`src/rtl/gfx256_fragment_if.sv`:
```
// Bus bundles around the fragment stage: clip-side pixel handshake, texel line
// reader and blender-side pixel handshake.

interface gfx256_clip_if #(parameter int point_width = 16);
  logic                   texture_enable_i;
  logic                   colorkey_enable_i;
  logic [1:0]             color_depth_i;
  logic [26:0]            tex_base_i;
  logic [point_width-1:0] tex_size_x_i;
  logic [31:0]            colorkey_i;
  logic [7:0]             global_alpha_i;
  logic [point_width-1:0] pixel_x_i;
  logic [point_width-1:0] pixel_y_i;
  logic [point_width-1:0] pixel_z_i;
  logic [point_width-1:0] u_i;
  logic [point_width-1:0] v_i;
  logic [7:0]             a_i;
  logic [31:0]            color_i;
  logic                   write_i;
  logic                   ack_o;

  modport master (
    output texture_enable_i, colorkey_enable_i, color_depth_i, tex_base_i,
           tex_size_x_i, colorkey_i, global_alpha_i, pixel_x_i, pixel_y_i,
           pixel_z_i, u_i, v_i, a_i, color_i, write_i,
    input  ack_o
  );

  modport slave (
    input  texture_enable_i, colorkey_enable_i, color_depth_i, tex_base_i,
           tex_size_x_i, colorkey_i, global_alpha_i, pixel_x_i, pixel_y_i,
           pixel_z_i, u_i, v_i, a_i, color_i, write_i,
    output ack_o
  );
endinterface

interface gfx256_tex_if;
  logic         tex_request_o;
  logic [26:0]  tex_addr_o;
  logic [255:0] tex_data_i;
  logic         tex_ack_i;
  logic         wbm_busy_i;

  modport master (
    output tex_request_o, tex_addr_o,
    input  tex_data_i, tex_ack_i, wbm_busy_i
  );

  modport slave (
    input  tex_request_o, tex_addr_o,
    output tex_data_i, tex_ack_i, wbm_busy_i
  );
endinterface

interface gfx256_blend_if #(parameter int point_width = 16);
  logic [point_width-1:0] pixel_x_o;
  logic [point_width-1:0] pixel_y_o;
  logic [point_width-1:0] pixel_z_o;
  logic [7:0]             a_o;
  logic [31:0]            color_o;
  logic                   write_o;
  logic                   ack_i;

  modport master (
    output pixel_x_o, pixel_y_o, pixel_z_o, a_o, color_o, write_o,
    input  ack_i
  );

  modport slave (
    input  pixel_x_o, pixel_y_o, pixel_z_o, a_o, color_o, write_o,
    output ack_i
  );
endinterface

```
`src/rtl/gfx256_fragment.sv`:
```
// Fragment stage: optional texel fetch from a 256-bit line, colorkey discard,
// global-alpha modulation, then one-pixel handoff to the blender.

module gfx256_fragment #(
  parameter int point_width = 16
) (
  input  logic            clk_i,
  input  logic            rst_i,
  gfx256_clip_if.slave    clip,
  gfx256_tex_if.master    tex,
  gfx256_blend_if.master  blend
);

  typedef enum logic [2:0] {
    S_IDLE,
    S_ADDR,
    S_REQ,
    S_WRITE,
    S_DONE
  } state_t;

  state_t r_state;
  state_t w_state_next;

  logic                   r_ck_en;
  logic [1:0]             r_depth;
  logic [26:0]            r_base;
  logic [point_width-1:0] r_size_x;
  logic [31:0]            r_ck;
  logic [7:0]             r_ga;
  logic [point_width-1:0] r_x;
  logic [point_width-1:0] r_y;
  logic [point_width-1:0] r_z;
  logic [point_width-1:0] r_u;
  logic [point_width-1:0] r_v;
  logic [7:0]             r_a;

  logic [4:0]  r_lane;
  logic [26:0] r_tex_addr;
  logic        r_tex_req;
  logic        r_write;
  logic        r_ack;
  logic [31:0] r_color_out;
  logic [7:0]  r_a_out;

  logic [31:0] w_linear;
  logic [31:0] w_offset;
  logic [7:0]  w_bytes  [32];
  logic [15:0] w_halves [16];
  logic [31:0] w_words  [8];
  logic [31:0] w_texel;
  logic [31:0] w_key_mask;
  logic        w_key_hit;
  logic [7:0]  w_a_src;
  logic [7:0]  w_ga_src;
  logic [15:0] w_alpha_prod;
  logic [7:0]  w_alpha;

  // Byte address of the texel inside texture memory, 32-bit wrap.
  assign w_linear = 32'(r_v) * 32'(r_size_x) + 32'(r_u);
  always_comb begin
    w_offset = w_linear;
    case (r_depth)
      2'b00:   w_offset = w_linear;
      2'b01:   w_offset = w_linear << 1;
      default: w_offset = w_linear << 2;
    endcase
  end

  genvar gi;
  generate
    for (gi = 0; gi < 32; gi++) begin : g_bytes
      assign w_bytes[gi] = tex.tex_data_i[8*gi +: 8];
    end
    for (gi = 0; gi < 16; gi++) begin : g_halves
      assign w_halves[gi] = tex.tex_data_i[16*gi +: 16];
    end
    for (gi = 0; gi < 8; gi++) begin : g_words
      assign w_words[gi] = tex.tex_data_i[32*gi +: 32];
    end
  endgenerate

  always_comb begin
    w_texel    = w_words[r_lane[4:2]];
    w_key_mask = 32'hFFFF_FFFF;
    case (r_depth)
      2'b00: begin
        w_texel    = {24'h0, w_bytes[r_lane]};
        w_key_mask = 32'h0000_00FF;
      end
      2'b01: begin
        w_texel    = {16'h0, w_halves[r_lane[4:1]]};
        w_key_mask = 32'h0000_FFFF;
      end
      default: begin
        w_texel    = w_words[r_lane[4:2]];
        w_key_mask = 32'hFFFF_FFFF;
      end
    endcase
  end

  assign w_key_hit = r_ck_en && (w_texel == (r_ck & w_key_mask));

  // Untextured pixels enter WRITE straight from IDLE, before capture completes.
  assign w_a_src      = (r_state == S_IDLE) ? clip.a_i : r_a;
  assign w_ga_src     = (r_state == S_IDLE) ? clip.global_alpha_i : r_ga;
  assign w_alpha_prod = w_a_src * w_ga_src;
  assign w_alpha      = (w_ga_src == 8'hFF) ? w_a_src : 8'(w_alpha_prod >> 8);

  always_ff @(posedge clk_i or negedge rst_i) begin
    if (!rst_i) r_state <= S_IDLE;
    else        r_state <= w_state_next;
  end

  always_comb begin
    w_state_next = r_state;
    case (r_state)
      S_IDLE:  if (clip.write_i) w_state_next = clip.texture_enable_i ? S_ADDR : S_WRITE;
      S_ADDR:  w_state_next = S_REQ;
      S_REQ:   if (tex.tex_ack_i) w_state_next = w_key_hit ? S_DONE : S_WRITE;
      S_WRITE: if (blend.ack_i) w_state_next = S_DONE;
      S_DONE:  w_state_next = S_IDLE;
      default: w_state_next = S_IDLE;
    endcase
  end

  always_ff @(posedge clk_i or negedge rst_i) begin
    if (!rst_i) begin
      r_ck_en     <= 1'b0;
      r_depth     <= 2'b00;
      r_base      <= '0;
      r_size_x    <= '0;
      r_ck        <= '0;
      r_ga        <= '0;
      r_x         <= '0;
      r_y         <= '0;
      r_z         <= '0;
      r_u         <= '0;
      r_v         <= '0;
      r_a         <= '0;
      r_lane      <= '0;
      r_tex_addr  <= '0;
      r_tex_req   <= 1'b0;
      r_write     <= 1'b0;
      r_ack       <= 1'b0;
      r_color_out <= '0;
      r_a_out     <= '0;
    end else begin
      r_write <= 1'b0;
      r_ack   <= 1'b0;
      case (r_state)
        S_IDLE: begin
          if (clip.write_i) begin
            r_ck_en  <= clip.colorkey_enable_i;
            r_depth  <= clip.color_depth_i;
            r_base   <= clip.tex_base_i;
            r_size_x <= clip.tex_size_x_i;
            r_ck     <= clip.colorkey_i;
            r_ga     <= clip.global_alpha_i;
            r_x      <= clip.pixel_x_i;
            r_y      <= clip.pixel_y_i;
            r_z      <= clip.pixel_z_i;
            r_u      <= clip.u_i;
            r_v      <= clip.v_i;
            r_a      <= clip.a_i;
            if (!clip.texture_enable_i) begin
              r_write     <= 1'b1;
              r_color_out <= clip.color_i;
              r_a_out     <= w_alpha;
            end
          end
        end
        S_ADDR: begin
          r_tex_addr <= r_base + w_offset[31:5];
          r_lane     <= w_offset[4:0];
        end
        S_REQ: begin
          if (tex.tex_ack_i) begin
            r_tex_req <= 1'b0;
            if (w_key_hit) begin
              r_ack <= 1'b1;
            end else begin
              r_write     <= 1'b1;
              r_color_out <= w_texel;
              r_a_out     <= w_alpha;
            end
          end else begin
            r_tex_req <= r_tex_req | ~tex.wbm_busy_i;
          end
        end
        S_WRITE: if (blend.ack_i) r_ack <= 1'b1;
        default: ;
      endcase
    end
  end

  assign clip.ack_o        = r_ack;
  assign tex.tex_request_o = r_tex_req;
  assign tex.tex_addr_o    = r_tex_addr;
  assign blend.pixel_x_o   = r_x;
  assign blend.pixel_y_o   = r_y;
  assign blend.pixel_z_o   = r_z;
  assign blend.a_o         = r_a_out;
  assign blend.color_o     = r_color_out;
  assign blend.write_o     = r_write;

endmodule

```
`src/flat_wrapper.sv`:
```
// flat-port wrapper written by rule: the top's interface ports become plain ports
module gfx256_fragment_flat 
#(
  parameter int point_width = 16
)
  (clk_i, rst_i, clip_texture_enable_i, clip_colorkey_enable_i, clip_color_depth_i, clip_tex_base_i, clip_tex_size_x_i, clip_colorkey_i, clip_global_alpha_i, clip_pixel_x_i, clip_pixel_y_i, clip_pixel_z_i, clip_u_i, clip_v_i, clip_a_i, clip_color_i, clip_write_i, clip_ack_o, tex_tex_request_o, tex_tex_addr_o, tex_tex_data_i, tex_tex_ack_i, tex_wbm_busy_i, blend_pixel_x_o, blend_pixel_y_o, blend_pixel_z_o, blend_a_o, blend_color_o, blend_write_o, blend_ack_i);
  gfx256_clip_if #(.point_width(point_width)) clip_i ();
  gfx256_tex_if tex_i ();
  gfx256_blend_if #(.point_width(point_width)) blend_i ();
  input  logic clk_i;
  input  logic rst_i;
  input wire logic [$bits(clip_i.texture_enable_i)-1:0] clip_texture_enable_i;
  input wire logic [$bits(clip_i.colorkey_enable_i)-1:0] clip_colorkey_enable_i;
  input wire logic [$bits(clip_i.color_depth_i)-1:0] clip_color_depth_i;
  input wire logic [$bits(clip_i.tex_base_i)-1:0] clip_tex_base_i;
  input wire logic [$bits(clip_i.tex_size_x_i)-1:0] clip_tex_size_x_i;
  input wire logic [$bits(clip_i.colorkey_i)-1:0] clip_colorkey_i;
  input wire logic [$bits(clip_i.global_alpha_i)-1:0] clip_global_alpha_i;
  input wire logic [$bits(clip_i.pixel_x_i)-1:0] clip_pixel_x_i;
  input wire logic [$bits(clip_i.pixel_y_i)-1:0] clip_pixel_y_i;
  input wire logic [$bits(clip_i.pixel_z_i)-1:0] clip_pixel_z_i;
  input wire logic [$bits(clip_i.u_i)-1:0] clip_u_i;
  input wire logic [$bits(clip_i.v_i)-1:0] clip_v_i;
  input wire logic [$bits(clip_i.a_i)-1:0] clip_a_i;
  input wire logic [$bits(clip_i.color_i)-1:0] clip_color_i;
  input wire logic [$bits(clip_i.write_i)-1:0] clip_write_i;
  output wire logic [$bits(clip_i.ack_o)-1:0] clip_ack_o;
  output wire logic [$bits(tex_i.tex_request_o)-1:0] tex_tex_request_o;
  output wire logic [$bits(tex_i.tex_addr_o)-1:0] tex_tex_addr_o;
  input wire logic [$bits(tex_i.tex_data_i)-1:0] tex_tex_data_i;
  input wire logic [$bits(tex_i.tex_ack_i)-1:0] tex_tex_ack_i;
  input wire logic [$bits(tex_i.wbm_busy_i)-1:0] tex_wbm_busy_i;
  output wire logic [$bits(blend_i.pixel_x_o)-1:0] blend_pixel_x_o;
  output wire logic [$bits(blend_i.pixel_y_o)-1:0] blend_pixel_y_o;
  output wire logic [$bits(blend_i.pixel_z_o)-1:0] blend_pixel_z_o;
  output wire logic [$bits(blend_i.a_o)-1:0] blend_a_o;
  output wire logic [$bits(blend_i.color_o)-1:0] blend_color_o;
  output wire logic [$bits(blend_i.write_o)-1:0] blend_write_o;
  input wire logic [$bits(blend_i.ack_i)-1:0] blend_ack_i;
  assign clip_i.texture_enable_i = clip_texture_enable_i;
  assign clip_i.colorkey_enable_i = clip_colorkey_enable_i;
  assign clip_i.color_depth_i = clip_color_depth_i;
  assign clip_i.tex_base_i = clip_tex_base_i;
  assign clip_i.tex_size_x_i = clip_tex_size_x_i;
  assign clip_i.colorkey_i = clip_colorkey_i;
  assign clip_i.global_alpha_i = clip_global_alpha_i;
  assign clip_i.pixel_x_i = clip_pixel_x_i;
  assign clip_i.pixel_y_i = clip_pixel_y_i;
  assign clip_i.pixel_z_i = clip_pixel_z_i;
  assign clip_i.u_i = clip_u_i;
  assign clip_i.v_i = clip_v_i;
  assign clip_i.a_i = clip_a_i;
  assign clip_i.color_i = clip_color_i;
  assign clip_i.write_i = clip_write_i;
  assign clip_ack_o = clip_i.ack_o;
  assign tex_tex_request_o = tex_i.tex_request_o;
  assign tex_tex_addr_o = tex_i.tex_addr_o;
  assign tex_i.tex_data_i = tex_tex_data_i;
  assign tex_i.tex_ack_i = tex_tex_ack_i;
  assign tex_i.wbm_busy_i = tex_wbm_busy_i;
  assign blend_pixel_x_o = blend_i.pixel_x_o;
  assign blend_pixel_y_o = blend_i.pixel_y_o;
  assign blend_pixel_z_o = blend_i.pixel_z_o;
  assign blend_a_o = blend_i.a_o;
  assign blend_color_o = blend_i.color_o;
  assign blend_write_o = blend_i.write_o;
  assign blend_i.ack_i = blend_ack_i;
  gfx256_fragment #(.point_width(point_width)) u_core (.clk_i(clk_i), .rst_i(rst_i), .clip(clip_i), .tex(tex_i), .blend(blend_i));
endmodule
```
`config.mk`:
```
export PLATFORM = sky130hd
export DESIGN_NAME = gfx256_fragment_flat
export DESIGN_NICKNAME = d
export VERILOG_FILES = /design/src/rtl/gfx256_fragment_if.sv /design/src/rtl/gfx256_fragment.sv /design/src/flat_wrapper.sv
export SDC_FILE = /design/constraint.sdc
export NUM_CORES = 2
export LEC_CHECK = 0
export BUFFER_PORTS_ARGS = -buffer_cell sky130_fd_sc_hd__buf_2
export CAP_MARGIN = 10
export CORE_AREA = 2 2 229 231
export DETAILED_ROUTE_END_ITERATION = 6
export DIE_AREA = 0 0 231 233
export PLACE_DENSITY = 0.81
export SETUP_SLACK_MARGIN = 0.05
export SLEW_MARGIN = 5
export SYNTH_ARGS = -nofsm -noshare
export SYNTH_HDL_FRONTEND = slang
export SYNTH_SLANG_ARGS = --single-unit
export TNS_END_PERCENT = 1
```
`constraint.sdc`:
```
create_clock -name clk_i -period 17.3 [get_ports clk_i]
set_input_delay 0.865 -clock clk_i [delete_from_list [all_inputs] [get_ports clk_i]]
set_output_delay 0.865 -clock clk_i [all_outputs]
set_load 0.02 [all_outputs]
```
==> impl_metrics.toml <==
[floorplanning]
floorplan.initialDensity_pct = 56.4
die_footprint_mm2 = 0.0538
fp.dieH_um = 233
design.core.area_mm2 = 0.0511
ios = 587
die_x_um = 231
num_rows = 83

[cts]
clk_latency_ps = 610
cts.root.buffer_cell = "clkbuf_16"
holdBufCountCts = 0
clk_pin_slew_ps = 60
tritoncts_sink_count = 252
tritoncts_clock_tree = "done"
htree_num_levels = 1
cts_inserted_buffers = 30
post_cts.repair.setup_buffers = 0
post_cts_resize_count = 0
cts.path.max_buffers = 3

[yosys]
asyncSetResetFlopFracSynth_pct = 100
netlist.area_leader.share_pct = 21.9
synth_cells = 3151
synth_edf_count = 0
synth_top_cell_by_area = "dfrtp_1"
synth.cells.most_frequent = "836 x nand2_1, 357 x inv_1, 252 x dfrtp_1"
syn_area_mm2 = 0.0288
yosys_warnings = 0
synth.yosys.seq_area_share_pct = 21.9
synth_seq_cells = 252
synth.net_count = 4033
yosys.cell_count.top_type = "nand2_1"
syn_avg_cell_area_um2 = 9.14
synth_flop_cell = "dfrtp_1"
synth.top_cells.by_area = "dfrtp_1 22%, fa_1 17%, mux4_2 12%"
synth.lib_cells_used.distinct = 74

[timing]
worstMarginPinSlew_ps = 1110
finalSetupViolCount = 0
timing.final.hold_violations = 0
final_max_slew_viol_count = 0
final.setup_skew_ps = 25.7
rsz0062_at_grt = "false"
achievable-frequency_ghz = 0.110
maxSlewHeadroom_pct = 26.2
timing.final.crit_share_pct = 52.6
fin_tns_setup_ps = 0
final.min_clock_period_ps = 9100

[worst_hold_path]
hold_class = "input pin to async pin"

[detailed_routing]
number_of_drc_violations_after_detailed_routing = 0
routed-via-count = 25833
routed_via_density = 5.93
drt_wl_total_um = 102000
detail-route-antenna-nets = 0
dr.pass1.iters = 6
first_iter_violations = 2643
route.detailed.wl_per_inst_um = 23.4

[critical_path]
slowest_delay_ps = 810
worstPathMaxFanout = 17
worstSetupPathType = "register to register"
cpMostUsedCell = "fa_1"
end_kind = "register"
timing.critical_path.from_type = "register"
arrival_ps = 9590
cpMaxStageDelayCell = "a2111oi_0"
worstPathRequired_ps = 17790

[grt]
grt_overflow_total = 0
wire_length_of_the_first_global_routing_pass_um = 155000
grt_antenna_before_repair = 47
groute.usage.overall_pct = 38.3
number_of_global_route_vias_before_repair = 25679
grt_start_max_net_pins = 119

[placed_design]
numPortBuffers = 586
place.detailed.hpwl_um = 81700
gpl_congestion = 1.04

[layout]
share_of_cells_above_drive_strength_1_pct = 24.5
fin_nets = 4498
layout-area-overhead-vs-synth_pct = 15.1
fillCellCount = 4380

[run_status]
status = "finished, final reports clean"

[job]
maxCapViolCount = 0
==> cells by family after synthesis <==
logic type	count (synthesis)	synth area share, %
AO/OA/AOI/OAI	386	8.51
flip-flops	252	21.9
adder cells (fa/ha/maj)	413	24.3
AND/OR/NAND/NOR	1172	17.2
XOR/XNOR	74	2.25
buffers and inverters	534	7.45
multiplexers	320	18.3
==> metal layers <==
metal,part of all wire [%],track usage [%],vias to the layer above
met2,42,55.7,1497
met1,40,52.0,12603
met4,4.3,15.1,26
li1,-,-,11445
met5,0.17,0,-
met3,14,14.2,262
==> flip-flops by register name, indices dropped and copies added, names as in the netlist, 3 cells and up <==
register                cells
u_core.r_ga                 8
u_core.r_lane               5
u_core.r_u                 16
u_core.r_base              27
u_core.r_v                 16
u_core.blend.pixel_x_o     16
u_core.blend.pixel_y_o     16
u_core.blend.pixel_z_o     16
u_core.r_state              3
u_core.blend.a_o            8
u_core.r_size_x            16
u_core.r_a                  8
u_core.blend.color_o       32
u_core.tex.tex_addr_o      27
u_core.r_ck                32
==> cells in the final DEF (no fill, tap or decap), types with 89 or more instances in the layout <==
cell type  netlist  final
and2_1         113    112
buf_2           15    585
dfrtp_1        252    246
fa_1           246    246
ha_1           167    167
inv_1          357    357
mux2i_1        111    111
mux4_2         149    149
nand2_1        836    835
nor2_1          89     89
o21ai_0        135    135
==> worst max-delay path, delay by kind of cell (launching register included) <==
family,cells,cell delay [ps]
DFF,1,730
muxes,1,260
adders and majority gates,8,3350
AOI/OAI and AO/OA,12,3010
buffers and inverters,3,150
xor gates and xnor gates,2,320
and+or+nand+nor,4,1150
==> stage by stage <==
stage	area, um2	hold WS (ps)	std cells	utilization (%)	setup WS (ps)
3_3_place_gp	32000	452	4264	62.7	8280
3_5_place_dp	32000	458	4264	62.7	8250
6_report	33200	327	4356	64.9	8200
5_1_grt	33100	416	4341	64.8	7680
4_1_cts	33100	407	4318	64.7	8230
2_1_floorplan	28800	442	3151	-	9060
==> path summary, 6_finish.rpt <==
check	to	cells past startpoint	startpoint	slack (ps)
worst max register to register	u_core.tex.tex_addr_o[24]	30	u_core.r_v[7]	8200
worst max-delay path	u_core.tex.tex_addr_o[24]	30	u_core.r_v[7]	8200
max in group asynchronous	u_core.r_ck[11]	2	rst_i	15400
worst min register to register	u_core.tex.tex_addr_o[1]	2	u_core.tex.tex_addr_o[1]	470
worst min-delay path	u_core.r_v[7]	1	rst_i	330
min in group clk_i	u_core.r_ck[21]	3	clip_colorkey_i[21]	440
==> final cells by class <==
cell class                 count  area (um2)  share of cell area (%)
tap                          680         851                    2.57
clock buffer                  43         890                    2.68
antenna                       38        95.1                   0.287
inverter                     359        1350                    4.06
timing repair buffer         608        3110                    9.37
multi-input combinational   2365       20400                    61.5
clock inverter                11         149                   0.449
sequential                   252        6320                    19.1
Power is left out: the tool's default activity adds up to more than one toggle a clock period on the data nets, which glitch-free logic cannot reach.
